==> src/rtl/mem_lcd_pkg.sv <==
// Shared types and width helpers for the memory-LCD scan engine.
package mem_lcd_pkg;

  typedef enum logic [2:0] {
    StIdle,
    StGsp,
    StLineStart,
    StData,
    StGen,
    StSkip,
    StFrameEnd
  } state_e;

  function automatic int unsigned calc_rgb_w(input int unsigned ppe);
    return 3 * ppe;
  endfunction

  function automatic int unsigned calc_lw(input int unsigned lines);
    return $clog2(lines + 1);
  endfunction

endpackage

==> src/rtl/mem_lcd_vcom_gen.sv <==
// VA/VB/VCOM generator: free-running half-period divider, held at zero while disabled.
module mem_lcd_vcom_gen #(
  parameter int unsigned VCOM_HALF = 833333
) (
  input  logic i_clk,
  input  logic i_reset,
  input  logic i_vcom_en,
  output logic o_va,
  output logic o_vb,
  output logic o_vcom
);

  localparam int unsigned CW = $clog2(VCOM_HALF + 1);

  logic [CW-1:0] r_cnt;
  logic          r_va;
  logic          r_on;
  logic          w_wrap;

  assign w_wrap = (r_cnt == CW'(VCOM_HALF - 1));

  always_ff @(posedge i_clk or posedge i_reset) begin
    if (i_reset) begin
      r_cnt <= '0;
      r_va  <= 1'b0;
      r_on  <= 1'b0;
    end else if (!i_vcom_en) begin
      r_cnt <= '0;
      r_va  <= 1'b0;
      r_on  <= 1'b0;
    end else begin
      r_on <= 1'b1;
      if (w_wrap) begin
        r_cnt <= '0;
        r_va  <= ~r_va;
      end else begin
        r_cnt <= r_cnt + CW'(1);
      end
    end
  end

  // r_on keeps VB low until the generator is actually running.
  assign o_va   = r_va;
  assign o_vb   = r_on & ~r_va;
  assign o_vcom = r_va;

endmodule

==> src/rtl/mem_lcd_scan_engine.sv <==
// Memory-LCD scan/timing engine: turns a pixel-beat stream into gate/binary panel timing.
module mem_lcd_scan_engine
  import mem_lcd_pkg::*;
#(
  parameter int unsigned H_PIXELS     = 240,
  parameter int unsigned V_LINES      = 240,
  parameter int unsigned PIX_PER_EDGE = 2,
  parameter int unsigned CLK_DIV      = 50,
  parameter int unsigned GEN_TICKS    = 4,
  parameter int unsigned VCOM_HALF    = 833333
) (
  input  logic                                i_clk,
  input  logic                                i_reset,
  input  logic                                i_frame_start,
  input  logic                                i_partial,
  input  logic [calc_lw(V_LINES)-1:0]         i_line_first,
  input  logic [calc_lw(V_LINES)-1:0]         i_line_last,
  input  logic                                i_vcom_en,
  input  logic [calc_rgb_w(PIX_PER_EDGE)-1:0] i_px_data,
  input  logic                                i_px_valid,
  output logic                                o_px_ready,
  output logic                                o_busy,
  output logic                                o_frame_done,
  output logic                                o_underflow,
  output logic                                o_va,
  output logic                                o_vb,
  output logic                                o_vcom,
  output logic                                o_gsp,
  output logic                                o_gck,
  output logic                                o_gen,
  output logic                                o_intb,
  output logic                                o_bsp,
  output logic                                o_bck,
  output logic [calc_rgb_w(PIX_PER_EDGE)-1:0] o_rgb
);

  localparam int unsigned RGB_W = calc_rgb_w(PIX_PER_EDGE);
  localparam int unsigned LW    = calc_lw(V_LINES);
  localparam int unsigned BEATS = H_PIXELS / PIX_PER_EDGE;
  localparam int unsigned BW    = $clog2(BEATS + 1);
  localparam int unsigned TW    = (CLK_DIV > 1) ? $clog2(CLK_DIV) : 1;
  localparam int unsigned GW    = $clog2(GEN_TICKS + 1);

  state_e            r_state;
  logic [TW-1:0]     r_tick_cnt;
  logic [LW-1:0]     r_line;
  logic [LW-1:0]     r_first;
  logic [LW-1:0]     r_last;
  logic [BW-1:0]     r_beat_cnt;
  logic [GW-1:0]     r_gen_cnt;
  logic [RGB_W-1:0]  r_rgb;
  logic              r_partial;
  logic              r_have_beat;
  logic              r_busy;
  logic              r_frame_done;
  logic              r_underflow;
  logic              r_gsp;
  logic              r_gck;
  logic              r_gen;
  logic              r_intb;
  logic              r_bsp;
  logic              r_bck;
  logic              w_tick;
  logic              w_accept;
  logic              w_line_wr;
  logic              w_last_line;

  assign w_tick      = (r_tick_cnt == TW'(CLK_DIV - 1));
  assign o_px_ready  = (r_state == StData) && !r_have_beat;
  assign w_accept    = i_px_valid && o_px_ready;
  assign w_line_wr   = !r_partial || ((r_first <= r_line) && (r_line <= r_last));
  assign w_last_line = (r_line == LW'(V_LINES));

  always_ff @(posedge i_clk or posedge i_reset) begin
    if (i_reset) begin
      r_tick_cnt <= '0;
    end else if (w_tick) begin
      r_tick_cnt <= '0;
    end else begin
      r_tick_cnt <= r_tick_cnt + TW'(1);
    end
  end

  always_ff @(posedge i_clk or posedge i_reset) begin
    if (i_reset) begin
      r_state      <= StIdle;
      r_line       <= '0;
      r_first      <= '0;
      r_last       <= '0;
      r_beat_cnt   <= '0;
      r_gen_cnt    <= '0;
      r_rgb        <= '0;
      r_partial    <= 1'b0;
      r_have_beat  <= 1'b0;
      r_busy       <= 1'b0;
      r_frame_done <= 1'b0;
      r_underflow  <= 1'b0;
      r_gsp        <= 1'b0;
      r_gck        <= 1'b0;
      r_gen        <= 1'b0;
      r_intb       <= 1'b0;
      r_bsp        <= 1'b0;
      r_bck        <= 1'b0;
    end else begin
      r_frame_done <= 1'b0;
      // A beat is held in r_rgb until the next tick shifts it out with a BCK edge.
      if (w_accept) begin
        r_rgb       <= i_px_data;
        r_have_beat <= 1'b1;
        if (r_beat_cnt == '0) r_bsp <= 1'b1;
      end
      case (r_state)
        StIdle: begin
          if (i_frame_start) begin
            r_partial   <= i_partial;
            r_first     <= (i_line_first == '0) ? LW'(1) : i_line_first;
            r_last      <= (i_line_last > LW'(V_LINES)) ? LW'(V_LINES) : i_line_last;
            r_busy      <= 1'b1;
            r_underflow <= 1'b0;
            r_intb      <= 1'b1;
            r_state     <= StGsp;
          end
        end
        StGsp: begin
          if (w_tick) begin
            r_gsp   <= 1'b1;
            r_line  <= LW'(1);
            r_state <= StLineStart;
          end
        end
        StLineStart: begin
          if (w_tick) begin
            r_gck      <= ~r_gck;
            r_gsp      <= 1'b0;
            r_beat_cnt <= '0;
            r_state    <= w_line_wr ? StData : StSkip;
          end
        end
        StData: begin
          if (w_tick) begin
            if (r_have_beat) begin
              r_bck       <= ~r_bck;
              r_have_beat <= 1'b0;
              r_bsp       <= 1'b0;
              r_beat_cnt  <= r_beat_cnt + BW'(1);
              if (r_beat_cnt == BW'(BEATS - 1)) r_state <= StGen;
            end else if (!w_accept) begin
              r_underflow <= 1'b1;
            end
          end
        end
        StGen: begin
          if (w_tick) begin
            if (!r_gen) begin
              r_bck     <= 1'b0;
              r_gen     <= 1'b1;
              r_gen_cnt <= GW'(1);
            end else if (r_gen_cnt == GW'(GEN_TICKS)) begin
              r_gen   <= 1'b0;
              r_line  <= w_last_line ? r_line : r_line + LW'(1);
              r_state <= w_last_line ? StFrameEnd : StLineStart;
            end else begin
              r_gen_cnt <= r_gen_cnt + GW'(1);
            end
          end
        end
        StSkip: begin
          if (w_tick) begin
            r_line  <= w_last_line ? r_line : r_line + LW'(1);
            r_state <= w_last_line ? StFrameEnd : StLineStart;
          end
        end
        StFrameEnd: begin
          if (w_tick) begin
            if (r_gck) begin
              r_gck <= 1'b0;
            end else begin
              r_frame_done <= 1'b1;
              r_busy       <= 1'b0;
              r_state      <= StIdle;
            end
          end
        end
        default: r_state <= StIdle;
      endcase
    end
  end

  mem_lcd_vcom_gen #(
    .VCOM_HALF(VCOM_HALF)
  ) u_vcom_gen (
    .i_clk    (i_clk),
    .i_reset  (i_reset),
    .i_vcom_en(i_vcom_en),
    .o_va     (o_va),
    .o_vb     (o_vb),
    .o_vcom   (o_vcom)
  );

  assign o_busy       = r_busy;
  assign o_frame_done = r_frame_done;
  assign o_underflow  = r_underflow;
  assign o_gsp        = r_gsp;
  assign o_gck        = r_gck;
  assign o_gen        = r_gen;
  assign o_intb       = r_intb;
  assign o_bsp        = r_bsp;
  assign o_bck        = r_bck;
  assign o_rgb        = r_rgb;

endmodule

==> config.mk <==
export PLATFORM = sky130hd
export DESIGN_NAME = mem_lcd_scan_engine
export DESIGN_NICKNAME = d
export VERILOG_FILES = /design/src/rtl/mem_lcd_pkg.sv /design/src/rtl/mem_lcd_vcom_gen.sv /design/src/rtl/mem_lcd_scan_engine.sv
export SDC_FILE = /design/constraint.sdc
export NUM_CORES = 1
export LEC_CHECK = 0
export CORE_MARGIN = 2
export CORE_UTILIZATION = 51
export CTS_CLUSTER_DIAMETER = 150
export DETAILED_ROUTE_END_ITERATION = 12
export GPL_ROUTABILITY_DRIVEN = 0
export PLACE_DENSITY = 0.79
export SLEW_MARGIN = 20
export SYNTH_ARGS = -nofsm -noshare
export SYNTH_HDL_FRONTEND = slang
export SYNTH_SLANG_ARGS = --single-unit
==> constraint.sdc <==
create_clock -name i_clk -period 2.4 [get_ports i_clk]
set_input_delay 0.48 -clock i_clk [delete_from_list [all_inputs] [get_ports i_clk]]
set_output_delay 0.48 -clock i_clk [all_outputs]
set_load 0.02 [all_outputs]
==> results of run 1 <==
[path summary, 6_finish.rpt]
path	start	end	slack, ns	depth (start not counted)
min in group i_clk	r_tick_cnt[0]$_DFF_PP0_	r_tick_cnt[0]$_DFF_PP0_	0.49	1
setup reg to reg	r_tick_cnt[1]$_DFF_PP0_	r_state[0]$_DFFE_PP0P_	0.26	8
hold / removal	i_reset	u_vcom_gen.r_cnt[19]$_DFF_PP0_	0.47	2
hold reg to reg	r_tick_cnt[0]$_DFF_PP0_	r_tick_cnt[0]$_DFF_PP0_	0.49	1
max in group asynchronous	i_reset	r_last[1]$_DFFE_PP0P_	1.38	3
setup / recovery	r_state[2]$_DFFE_PP0P_	o_px_ready	0.22	4
[state kept, by name, summed over array words and instances (netlist names), 3 cells and up]
signal	cells
o_rgb	6
r_beat_cnt	7
r_first	8
r_line	8
r_gen_cnt	3
r_tick_cnt	6
u_vcom_gen.r_cnt	20
r_state	3
r_last	8
[routing by layer]
metal  wire length, um  GRT usage  vias up
met1              4060      0.283     1638
li1                  -          -     1662
met2              4230      0.355       84
met4               133     0.0667        0
met5                 0          0        -
met3               386     0.0532       13
[power breakdown]
| part | leakage [nW] | internal (mW) | total [mW] | switching, mW |
|---|---|---|---|---|
| Combinational | 1.14 | 0.598 | 1.38 | 0.777 |
| Sequential | 1.07 | 1.57 | 1.69 | 0.118 |
| Clock | 0.0838 | 0.434 | 0.939 | 0.505 |
[worst reg2reg max path, stage by stage, from the launching register on]
cell and delay [ns]:
dfrtp_1 0.41, inv_1 0.06, ha_1 0.21, nand4b_4 0.17
nor4b_1 0.37, a221oi_1 0.15, o31a_1 0.16, nor2_2 0.15
mux2_2 0.35
[repair_timing]
action / in CTS / in global routing
resized for setup: 1 / 1
cloned: 0 / 0
setup endpoints to repair: 1 / 1
pin swaps: 0 / 0
hold buffers: 0 / 0
[logic make-up (layout without fill, tap and decap cells)]
logic type	count (synthesis)	count (layout)	synth area share
and+or+nand+nor	182	182	0.220
DFF	82	82	0.472
AOI/OAI and AO/OA	78	78	0.118
buffers and inverters	40	102	0.0383
adders and majority gates	26	26	0.0749
xor gates and xnor gates	25	25	0.0504
muxes	10	10	0.0256
[area by class of cell]
class	count	area [um^2]
clock inverter	5	38.8
clock buffer	11	151
inverter	28	109
sequential	82	2050
multi-input combinational	321	2130
tap	105	131
timing repair buffer	58	574
fill	659	3030
[Yosys cell counts, types with 9 or more instances]
master	number	share of area
xnor2_1	11	0.022
nand2_1	62	0.054
nand3_1	11	0.013
dfrtp_1	82	0.47
o21ai_0	35	0.040
ha_1	26	0.075
inv_1	28	0.024
a21oi_1	12	0.014
xor2_1	14	0.028
mux2_2	9	0.023
nand4_1	18	0.026
nor2_1	43	0.037
[through the flow]
stage               utilization  hold WS (ns)  area [um^2]  total power, mW
floorplan                     -         0.450         4350             2.67
global placement          0.608         0.456         5000             3.00
detailed placement        0.608         0.473         5000             3.07
CTS                       0.631         0.470         5190             4.03
global route              0.632         0.480         5190             4.30
finish                    0.632         0.469         5190             4.00
==> flow_metrics.tcl, run 1 <==
set metrics [dict create \
    instances_no_fill 610 \
    ys_seq_area_frac 0.472 \
    setup-violations-final 0 \
    hold_class "input port to async pin" \
    worst_path_dominant_cell_family "simple AND/OR/NAND/NOR gates" \
    initial_core_util 0.529 \
    chipHeight_um 96.3 \
    slew_headroom 0.611 \
    nNetsFinal 554 \
    fmax_ghz 0.459 \
    synth_seq_cells 82 \
    arrival_ns 1.70 \
    cts_root_buf "clkbuf_8" \
    cp_slowest_cell "dfrtp_1" \
    clk_latency_ns 0.35 \
    crit_required_ns 1.92 \
    die_area_um2 9270 \
    wl_per_cell_um 14.4 \
    area_growth_pct 19.5 \
    clkSlewWorstSetupHoldPaths_ns 0.09 \
    outcome "completed" \
    timing.final.ws_setup_ns 0.224 \
    cp-start-kind "register" \
    syn_inst 443 \
    synthFlopType "dfrtp_1" \
    slew_violations 0 \
    p_leak_nw 2.29 \
    yosysUniqueCellTypes 62 \
    yosys_warnings 0 \
    vias 3397 \
    n_antenna_cell 0 \
    clk_path_buf_depth 2 \
    grt_antenna_before_repair 0 \
    cp_num_buf_inv 1 \
    htree_levels 3 \
    cts_sinks 82 \
    cp_max_fo 7 \
    port_buffers 46 \
    synth_fp_nets 497 \
    finalSetupTns_ns 0 \
    pin_count 47 \
    final_common_cell "dfrtp_1" \
    grt_pass1_vias 3496 \
    post-cts-setup-buffers 0 \
    tightest_slew_ns 0.580 \
    cap_viol_max_count 0 \
    drcViolationCount 0 \
    die_w_um 96.3 \
    cp_cell_sequence "nor2b_2 -> nand2_1 -> nor2_1 -> dlygate4sd2_1" \
    cts_tree "built" \
    drt_pass1_iterations 4 \
    final_layout_size_suffix_gt1_frac 0.113 \
    syn-cell-area_um2 4340 \
    fin_crit_ns 2.18 \
    post-route-period-util 0.907 \
    dp_slack_ns 0.251 \
    fp-row-count 33 \
    critPathKind "register to primary output" \
    viasPerCell 5.57 \
    critPathMaxStageDelay_ns 0.40 \
    fp.coreArea_um2 8220 \
    grt_usage 0.216 \
    end_kind "primary output" \
    drt_iter0_drc 181 \
    final_cell_mix "dfrtp_1, nand2_1, clkdlybuf4s50_1, nor2_1, o21ai_0" \
    hold_violations 0 \
    p_per_area_nw_per_um2 771 \
    skew_ns 0.0115 \
    synth-async-reset-ratio 1.00 \
    numCtsBuffers 9 \
    wl_mm 8.81 \
    ir_drop_uv 530 \
    grt_overflow 0 \
    detail-route-antenna-nets 0 \
    grt_pass1_wl_mm 15.6 \
    rsz0062_at_grt "no" \
    postSynthAreaPerCell_um2 9.80 \
    synth-edff-count 0 \
    grt_max_degree 30 \
    dpl.cell_count 594 \
    dp_hpwl_mm 6.56 \
]
No activity file was read; power rests on OpenSTA's default activity.
==> run 2, diff against run 1 <==
--- a/config.mk
+++ b/config.mk
@@ -11,6 +11,7 @@
 export DETAILED_ROUTE_END_ITERATION = 12
 export GPL_ROUTABILITY_DRIVEN = 0
 export PLACE_DENSITY = 0.79
+export SETUP_SLACK_MARGIN = 0.05
 export SLEW_MARGIN = 20
 export SYNTH_ARGS = -nofsm -noshare
 export SYNTH_HDL_FRONTEND = slang
==> results of run 2 <==
Final layout, timing and power as in run 1 (identical DEF).
